File: config.mk
export PLATFORM = sky130hd
export DESIGN_NAME = branch_pc_sequencer_flat
export DESIGN_NICKNAME = d
export VERILOG_FILES = /design/src/rtl/branch_pc_sequencer_if.sv /design/src/rtl/branch_pc_sequencer.sv /design/src/flat_wrapper.sv
export SDC_FILE = /design/constraint.sdc
export NUM_CORES = 1
export LEC_CHECK = 0
export BUFFER_PORTS_ARGS = -buffer_cell sky130_fd_sc_hd__buf_4
export CORE_ASPECT_RATIO = 2
export CORE_MARGIN = 1.5
export CORE_UTILIZATION = 30
export DETAILED_ROUTE_END_ITERATION = 6
export PLACE_DENSITY = 0.6
export SLEW_MARGIN = 5
export SYNTH_ARGS = -nofsm -noshare
export SYNTH_HDL_FRONTEND = slang
export SYNTH_SLANG_ARGS = --single-unit
File: constraint.sdc
create_clock -name clk -period 9.71 [get_ports clk]
set_clock_uncertainty 0.1 [all_clocks]
set_input_delay 2.4275 -clock clk [delete_from_list [all_inputs] [get_ports clk]]
set_output_delay 2.4275 -clock clk [all_outputs]
set_load 0.005 [all_outputs]
File: src/rtl/branch_pc_sequencer_if.sv
// Execute-to-fetch control bundle for the PC sequencer.
// The sequencer takes the slave side. A driver such as a testbench or the execute stage takes the master side.
interface branch_pc_sequencer_if #(
  parameter int XLEN = 32
);
  logic            stall;
  logic            valid_ex;
  logic            is_branch;
  logic            is_jal;
  logic            is_jalr;
  logic            branch;
  logic [XLEN-1:0] pc_ex;
  logic [XLEN-1:0] imm;
  logic [XLEN-1:0] rs1;
  logic [XLEN-1:0] pc;
  logic            pc_valid;
  logic            flush;
  logic            trap;
  logic [XLEN-1:0] trap_pc;

  modport slave (
    input  stall, valid_ex, is_branch, is_jal, is_jalr, branch, pc_ex, imm, rs1,
    output pc, pc_valid, flush, trap, trap_pc
  );

  modport master (
    output stall, valid_ex, is_branch, is_jal, is_jalr, branch, pc_ex, imm, rs1,
    input  pc, pc_valid, flush, trap, trap_pc
  );
endinterface

File: src/rtl/branch_pc_sequencer.sv
// Program counter owner for the RV32I core.
// It selects the next PC, issues a flush bubble after each redirect, and traps on a misaligned target.
module branch_pc_sequencer #(
  parameter int              XLEN         = 32,
  parameter logic [XLEN-1:0] RESET_VECTOR = 32'h0000_0000,
  parameter int              FLUSH_CYCLES = 1
) (
  input logic                 clk,
  input logic                 rst,
  branch_pc_sequencer_if.slave bus
);

  localparam logic [1:0] CNT_INIT = 2'(FLUSH_CYCLES - 1);

  typedef enum logic [1:0] {RUN, FLUSH, TRAP} state_t;

  state_t          state;
  logic [1:0]      cnt;
  logic [XLEN-1:0] tgt_br;
  logic [XLEN-1:0] tgt_jr;
  logic [XLEN-1:0] target;
  logic            take;
  logic            misaligned;

  // If several decode bits are high, JALR wins. JAL and branch share the pc_ex-relative target.
  always_comb begin
    tgt_br     = bus.pc_ex + bus.imm;
    tgt_jr     = (bus.rs1 + bus.imm) & ~XLEN'(1);
    target     = bus.is_jalr ? tgt_jr : tgt_br;
    take       = bus.valid_ex & ~bus.stall & (state == RUN) &
                 (bus.is_jal | bus.is_jalr | (bus.is_branch & bus.branch));
    misaligned = (target[1:0] != 2'b00);
  end

  always_ff @(posedge clk) begin
    if (rst) begin
      state        <= RUN;
      cnt          <= 2'd0;
      bus.pc       <= RESET_VECTOR;
      bus.pc_valid <= 1'b0;
      bus.flush    <= 1'b0;
      bus.trap     <= 1'b0;
      bus.trap_pc  <= '0;
    end else begin
      unique case (state)
        RUN: begin
          bus.pc_valid <= 1'b1;
          if (take && misaligned) begin
            bus.trap     <= 1'b1;
            bus.trap_pc  <= bus.pc_ex;
            bus.pc_valid <= 1'b0;
            bus.flush    <= 1'b1;
            state        <= TRAP;
          end else if (take) begin
            bus.pc    <= target;
            bus.flush <= 1'b1;
            cnt       <= CNT_INIT;
            state     <= FLUSH;
          end else if (!bus.stall) begin
            bus.pc <= bus.pc + XLEN'(4);
          end
        end
        // Wrong-path instructions are ignored here. A stall freezes the PC but not the bubble count.
        FLUSH: begin
          if (!bus.stall) begin
            bus.pc <= bus.pc + XLEN'(4);
          end
          if (cnt == 2'd0) begin
            bus.flush <= 1'b0;
            state     <= RUN;
          end else begin
            cnt <= cnt - 2'd1;
          end
        end
        TRAP: begin
          bus.pc_valid <= 1'b0;
          bus.flush    <= 1'b0;
        end
        default: state <= RUN;
      endcase
    end
  end

endmodule

File: src/flat_wrapper.sv
// flat-port wrapper written by rule: the top's interface ports become plain ports
module branch_pc_sequencer_flat 
#(
  parameter int              XLEN         = 32,
  parameter logic [XLEN-1:0] RESET_VECTOR = 32'h0000_0000,
  parameter int              FLUSH_CYCLES = 1
)
  (clk, rst, bus_stall, bus_valid_ex, bus_is_branch, bus_is_jal, bus_is_jalr, bus_branch, bus_pc_ex, bus_imm, bus_rs1, bus_pc, bus_pc_valid, bus_flush, bus_trap, bus_trap_pc);
  branch_pc_sequencer_if #(.XLEN(XLEN)) bus_i ();
  input logic clk;
  input logic rst;
  input wire logic [$bits(bus_i.stall)-1:0] bus_stall;
  input wire logic [$bits(bus_i.valid_ex)-1:0] bus_valid_ex;
  input wire logic [$bits(bus_i.is_branch)-1:0] bus_is_branch;
  input wire logic [$bits(bus_i.is_jal)-1:0] bus_is_jal;
  input wire logic [$bits(bus_i.is_jalr)-1:0] bus_is_jalr;
  input wire logic [$bits(bus_i.branch)-1:0] bus_branch;
  input wire logic [$bits(bus_i.pc_ex)-1:0] bus_pc_ex;
  input wire logic [$bits(bus_i.imm)-1:0] bus_imm;
  input wire logic [$bits(bus_i.rs1)-1:0] bus_rs1;
  output wire logic [$bits(bus_i.pc)-1:0] bus_pc;
  output wire logic [$bits(bus_i.pc_valid)-1:0] bus_pc_valid;
  output wire logic [$bits(bus_i.flush)-1:0] bus_flush;
  output wire logic [$bits(bus_i.trap)-1:0] bus_trap;
  output wire logic [$bits(bus_i.trap_pc)-1:0] bus_trap_pc;
  assign bus_i.stall = bus_stall;
  assign bus_i.valid_ex = bus_valid_ex;
  assign bus_i.is_branch = bus_is_branch;
  assign bus_i.is_jal = bus_is_jal;
  assign bus_i.is_jalr = bus_is_jalr;
  assign bus_i.branch = bus_branch;
  assign bus_i.pc_ex = bus_pc_ex;
  assign bus_i.imm = bus_imm;
  assign bus_i.rs1 = bus_rs1;
  assign bus_pc = bus_i.pc;
  assign bus_pc_valid = bus_i.pc_valid;
  assign bus_flush = bus_i.flush;
  assign bus_trap = bus_i.trap;
  assign bus_trap_pc = bus_i.trap_pc;
  branch_pc_sequencer #(.XLEN(XLEN), .RESET_VECTOR(RESET_VECTOR), .FLUSH_CYCLES(FLUSH_CYCLES)) u_core (.clk(clk), .rst(rst), .bus(bus_i));
endmodule
# Word level (Yosys, flattened, before mapping)
# Index checks and enable logic that the tools add are counted.
# totals
out_inout_bits	67
input_bits	104
ff_bits	71
# op_classes
n_eq_ne	7
n_reduce_logical	12
muxes	19
n_bitwise	8
add_sub_neg	4
# ops
cell	n
two-way mux 32 bit	4
adder 32 bit	2
one-hot mux 32 bit (2 select lines)	1
adder 32 x 3 -> 32 bit, second input constant	1
two-way mux 2 bit	6
one-hot mux 2 bit (3 select lines)	1
AND reduction 3 bit	2
nonzero test 2 bit	3
AND 1 bit	4
logical NOT 2 bit	2
two-way mux 1 bit	4
!= test 2 x 1 -> 1 bit, second input constant	2
!= test 2 bit, second input constant	2
one-hot mux 2 bit (2 select lines)	1
AND reduction 2 bit	2
AND reduction 4 bit	1
!= test 3 x 2 -> 1 bit, second input constant	1
one-hot mux 1 bit (3 select lines)	1
nonzero test 3 bit	1
== test 2 x 1 -> 1 bit, second input constant	1
== test 2 bit, second input constant	1
inverter 1 bit	2
OR 1 bit	2
one-hot mux 1 bit (2 select lines)	1
other kinds (2)	2

# Depth between registers and ports, before layout
# depth
ltp_word	7
mapped_depth	12

# Least setup slack after synthesis
# OpenSTA, ideal clock, no wires.
# synth_timing
path_type	input port to flip-flop
from	in bus_imm[0]
to	reg u_core.bus.pc[31]
setup_time_ns	0.060
cell_stages	12
required_ns	9.550
path_slack_ns	4.871
t_arrival_ns	4.679
path_cell_list	ha_1 inv_1 fa_1 or3b_1 nand4_4 and2_4 nand2_4 nor2_4 and4_1 a211o_1 a2111oi_0 and3_1
# synth_via
elab_chain_cells	6
elab_cells_between_ends	10
classes_between	add/sub: 2; eq/ne: 1; mux: 4; reduce/logical: 3
# synth_lines
element	line	text
from (decl)	flat_wrapper.sv:19	input wire logic [$bits(bus_i.imm)-1:0] bus_imm;
adder 32 bit, on equally long branches	branch_pc_sequencer.sv:27, branch_pc_sequencer.sv:28	
two-way mux 32 bit *	branch_pc_sequencer.sv:29	target = bus.is_jalr ? tgt_jr : tgt_br;
nonzero test 2 bit	branch_pc_sequencer.sv:32	misaligned = (target[1:0] != 2'b00);
logical AND 1 bit	branch_pc_sequencer.sv:48	if (take && misaligned) begin
!= test 2 bit (no source line)	-	
AND reduction 2 bit (no source line)	-	
to (signal assigned)	branch_pc_sequencer.sv:55	bus.pc <= target;
to (signal assigned)	branch_pc_sequencer.sv:60	bus.pc <= bus.pc + XLEN'(4);
to (signal assigned)	branch_pc_sequencer.sv:66	bus.pc <= bus.pc + XLEN'(4);
to (decl)	branch_pc_sequencer_if.sv:23	output pc, pc_valid, flush, trap, trap_pc
# Mark *: on every way between the ends. The rest lies on a longest branch, timed or not. The select of a mux whose other input is x is not followed.
# A chain may end at the register's enable or synchronous reset.

# Worst setup path in the final report
# Same ends and word-level chain as after synthesis.

==> results.txt <==
- The run finished with clean final reports.
- For this block, the routed nets add up to 27.0 mm of wire.
- Synthesis inferred 71 register bits.
- After layout, the design draws a total of 1.27 mW.
- Sequential share of the synthesized area: 20.0%
- Remaining global-route overflow: 0
- Clock slew at reported path FFs: 60 ps
- Type of element capturing the critical path: flip-flop
- Summing all flip-flop and latch instances after layout gives 0.00142 mm^2.
* Area delta synth->final: 25.5%
* Power density of the placed cells: 142 mW/mm^2
- Multiplexer cells account for 0.422% of the synthesized area.
* Final critical delay including setup and external delays: 5980 ps
- Startpoint types: input pin
- The synthesized netlist contains 88 unique library cells.
- During I/O placement, the number of pins put on the boundary was 171.
- First-pass GRT wire length: 41.4 mm
- Timing would allow up to 167 MHz.
- Async S/R FF share, synth: 0%
- The clock net in this run drives a total of 71 sinks.
- The via count of the first global-routing pass came to 7,835.
* Average wire per cell in the routed design: 19.2 um
- Summed over all failing endpoints, the final setup total negative slack is 0 ps.
* Fill cell count: 2,476
* Most frequent standard cell in the layout excluding fill and tap cells: sky130_fd_sc_hd__buf_4
- The synthesized netlist occupies a cell area of 0.00711 mm^2.
- Among all flip-flop cells after synthesis, the most frequent one is sky130_fd_sc_hd__dfxtp_1.
- A synthesized cell averages 7.31 um^2.
- The synthesized design devotes to its leading area cell type 20.0% of total area.
- Slew Limit Headroom: 42.4%
* Reg-to-Reg Start: u_core.state[0]
- Worst r2r path cells: 11
* Antenna violations before repair: 0
- Leakage power: 3.80 nW
- After synthesis, the largest family of logic cells by area is compound AO/OA/AOI/OAI gates.
* Number of enable-type register cells in the synthesized netlist: 0
- Along the worst path, the maximum fanout reaches 37.
* Hold Vio Cnt, Final: 0
- The number of setup buffers added after CTS is 0.
- Cells with a size suffix above 1 make up 20.3% of the layout.
- Die Area: 0.0247 mm^2
- Tracing the worst setup path back leads to its startpoint at bus_imm[0].
- Tightest hold margin: 357 ps
- Post-CTS repair changed the size of 0 cells.
- Slew of the pin with the lowest slew margin: 863 ps
* Final routed DRC violation total: 0
- Worst skew pair latency: 360 ps
* Share of the synthesized area in compound gates (AO/OA/AOI/OAI): 31.9%
* Number of hold buffers added after CTS: 0
- Synth Instances: 973
- After Yosys synthesis, full adders, half adders and majority gates account for 12.3% of the synthesized area.
* Final count of negative-setup-slack endpoints: 0
- Final cell count without fillers: 1,404
* Worst path arrival time: 6180 ps
* Maximum number of pins on one net before global-route repair: 69
- When the netlist entered floorplanning its net count stood at 1,146.
- Including well taps, the total number of placed cells is 1,388.
* Port-buffer cells: 170
- For the worst setup path, the data required time is 9910 ps.
* TritonCTS buffer count: 9
- The clock passes through at most 2 buffers.
- TritonRoute pass-1 iters: 6
- Share of the cycle needed by the critical path after routing: 61.6%
- Summing the areas of all xor and xnor instances in the mapped netlist gives 6.03% of the synthesized area.
- Initial core utilization: 30.6%
* Critical Path End: u_core.bus.pc[31]
* Setup repair after global routing missed its margin: false
* FF-to-FF End: u_core.bus.pc[31]
- Global placer's final weighted congestion: 0.944
* Worst VDD drop: 0.100 mV
- The repair_antennas step left the layout with diodes totalling 0.
- TritonCTS built the clock tree.
* Number of violations reported at the end of detailed-routing iteration 0: 400
* Die height: 221 um
- Core region area: 0.0232 mm^2
- Once routing completed, OpenROAD measured the worst setup slack at 3730 ps.
- Yosys attributes the largest share of cell area to sky130_fd_sc_hd__dfxtp_1, sky130_fd_sc_hd__ha_1, sky130_fd_sc_hd__a21oi_1.
- Across every metal layer, demand over resource in global routing totals 21.5%.
- The setup check on the worst reg-to-reg path leaves a slack of 5910 ps.
- Antenna-violating nets left: 0
* Class of the most critical setup path: in2reg
* Library cell with the largest summed area after synthesis: sky130_fd_sc_hd__dfxtp_1
- Across all layers, the routed design uses 7,844 vias.
- Max H-tree Level: 3
* Row count: 79
* Area used by multi-input combinational logic: 0.00546 mm^2
- The max-slew violation count was 0.
- The synthesized netlist devotes 26.0% of its cell area to simple gates.
* Post-detailed-route via-to-cell ratio: 5.59
* Total half-perimeter wirelength after legalization and detailed placement: 21.4 mm
- At the end of the flow the core is filled with cells to 38.4%.
* Yosys warnings: 0
- Die X-Extent: 112 um
- The library cells used most frequently in the layout, excluding fill and tap cells, are sky130_fd_sc_hd__buf_4, sky130_fd_sc_hd__nand2_1, sky130_fd_sc_hd__a21oi_1, sky130_fd_sc_hd__nor2_1, sky130_fd_sc_hd__dfxtp_1.
- Clock Root Buffer: sky130_fd_sc_hd__clkbuf_16
- The min-delay analysis places its worst path in the category reg2reg.
* MaxCap Viol Count: 0
* Layout net count: 1,289
* Worst Setup Slack post-DPL: 3320 ps
- Summing all non-filler instances in the final layout gives an area of 0.00893 mm^2.
* Cell area reported after detailed placement: 0.00861 mm^2
## cells in the mapped netlist (all sizes together) (4+ instances only)
cell and instances:
a2111oi 5, a211o 5, a211oi 15, a21o 29, a21oi 135, a221oi 4
a31oi 17, and2 5, and3 17, and4 7, buf 12, clkbuf 28
dfxtp 71, ha 67, inv 20, nand2 141, nand2b 12, nand3 28
nand4 14, nor2 75, nor2b 9, nor3 28, nor3b 5, nor4 9
nor4b 4, o211ai 8, o21a 10, o21ai 74, o31ai 8, or2 4
or3 4, xnor2 24, xor2 25
## power breakdown
part / total (mW) / leakage (nW) / internal, mW / switching, mW
Sequential: 0.358 / 0.578 / 0.321 / 0.0368
Clock: 0.379 / 0.160 / 0.226 / 0.152
Combinational: 0.529 / 3.06 / 0.219 / 0.310
Total: 1.27 / 3.80 / 0.766 / 0.499
## critical path, stage by stage
cell and delay [ps]:
sky130_fd_sc_hd__buf_4 120, sky130_fd_sc_hd__ha_1 230, sky130_fd_sc_hd__inv_1 80, sky130_fd_sc_hd__fa_1 400, sky130_fd_sc_hd__or3b_1 240, sky130_fd_sc_hd__nand4_4 550, sky130_fd_sc_hd__nand2_1 810, sky130_fd_sc_hd__nor2_2 240
sky130_fd_sc_hd__nand2_1 220, sky130_fd_sc_hd__nor2_1 70, sky130_fd_sc_hd__a211o_1 270, sky130_fd_sc_hd__a2111oi_0 310, sky130_fd_sc_hd__and3_1 200
## registers in the layout (all words and copies together), names as in the netlist
| name | cells |
|---|---|
| u_core.bus.trap_pc | 32 |
| u_core.cnt | 2 |
| u_core.bus.pc | 32 |
| u_core.bus.trap | 1 |
| u_core.bus.flush | 1 |
| u_core.bus.pc_valid | 1 |
| u_core.state | 2 |
## how the worst min path moves through the flow
| stage | cells past startpoint | end | start | slack, ps |
|---|---|---|---|---|
| after floorplan | 2 | u_core.bus.trap_pc[0] | u_core.bus.trap_pc[0] | 350 |
| after global placement | 2 | u_core.bus.trap_pc[1] | u_core.bus.trap_pc[1] | 340 |
| after detailed placement | 2 | u_core.bus.trap_pc[1] | u_core.bus.trap_pc[1] | 350 |
| after CTS | 2 | u_core.bus.trap_pc[1] | u_core.bus.trap_pc[1] | 360 |
| after global routing | 2 | u_core.bus.trap_pc[5] | u_core.bus.trap_pc[5] | 370 |
| final | 2 | u_core.bus.trap_pc[1] | u_core.bus.trap_pc[1] | 360 |
## kinds of logic after synthesis
group / count (synthesis)
multiplexers: 3
AND/OR/NAND/NOR: 369
XOR/XNOR: 49
adder cells (fa/ha/maj): 69
AO/OA/AOI/OAI: 351
flip-flops: 71
buffers and inverters: 61
## routing by layer
layer	track usage (%)	share of wire, %	up-vias	routed length (um)
li1	-	-	3888	-
met1	19.5	34	3671	9200
met2	44.9	58	223	15700
met3	2.52	3.2	62	869
met4	11.4	4.4	0	1190
met5	0	0	-	0
## final cells by class
type	instances	share of cell area, %
clock buffer	9	2.52
sequential	71	15.9
inverter	21	0.883
clock inverter	7	1.08
multi-input combinational	841	61.2
timing repair buffer	172	14.5
tap	283	3.97
Power figures use the tool's default switching activity.
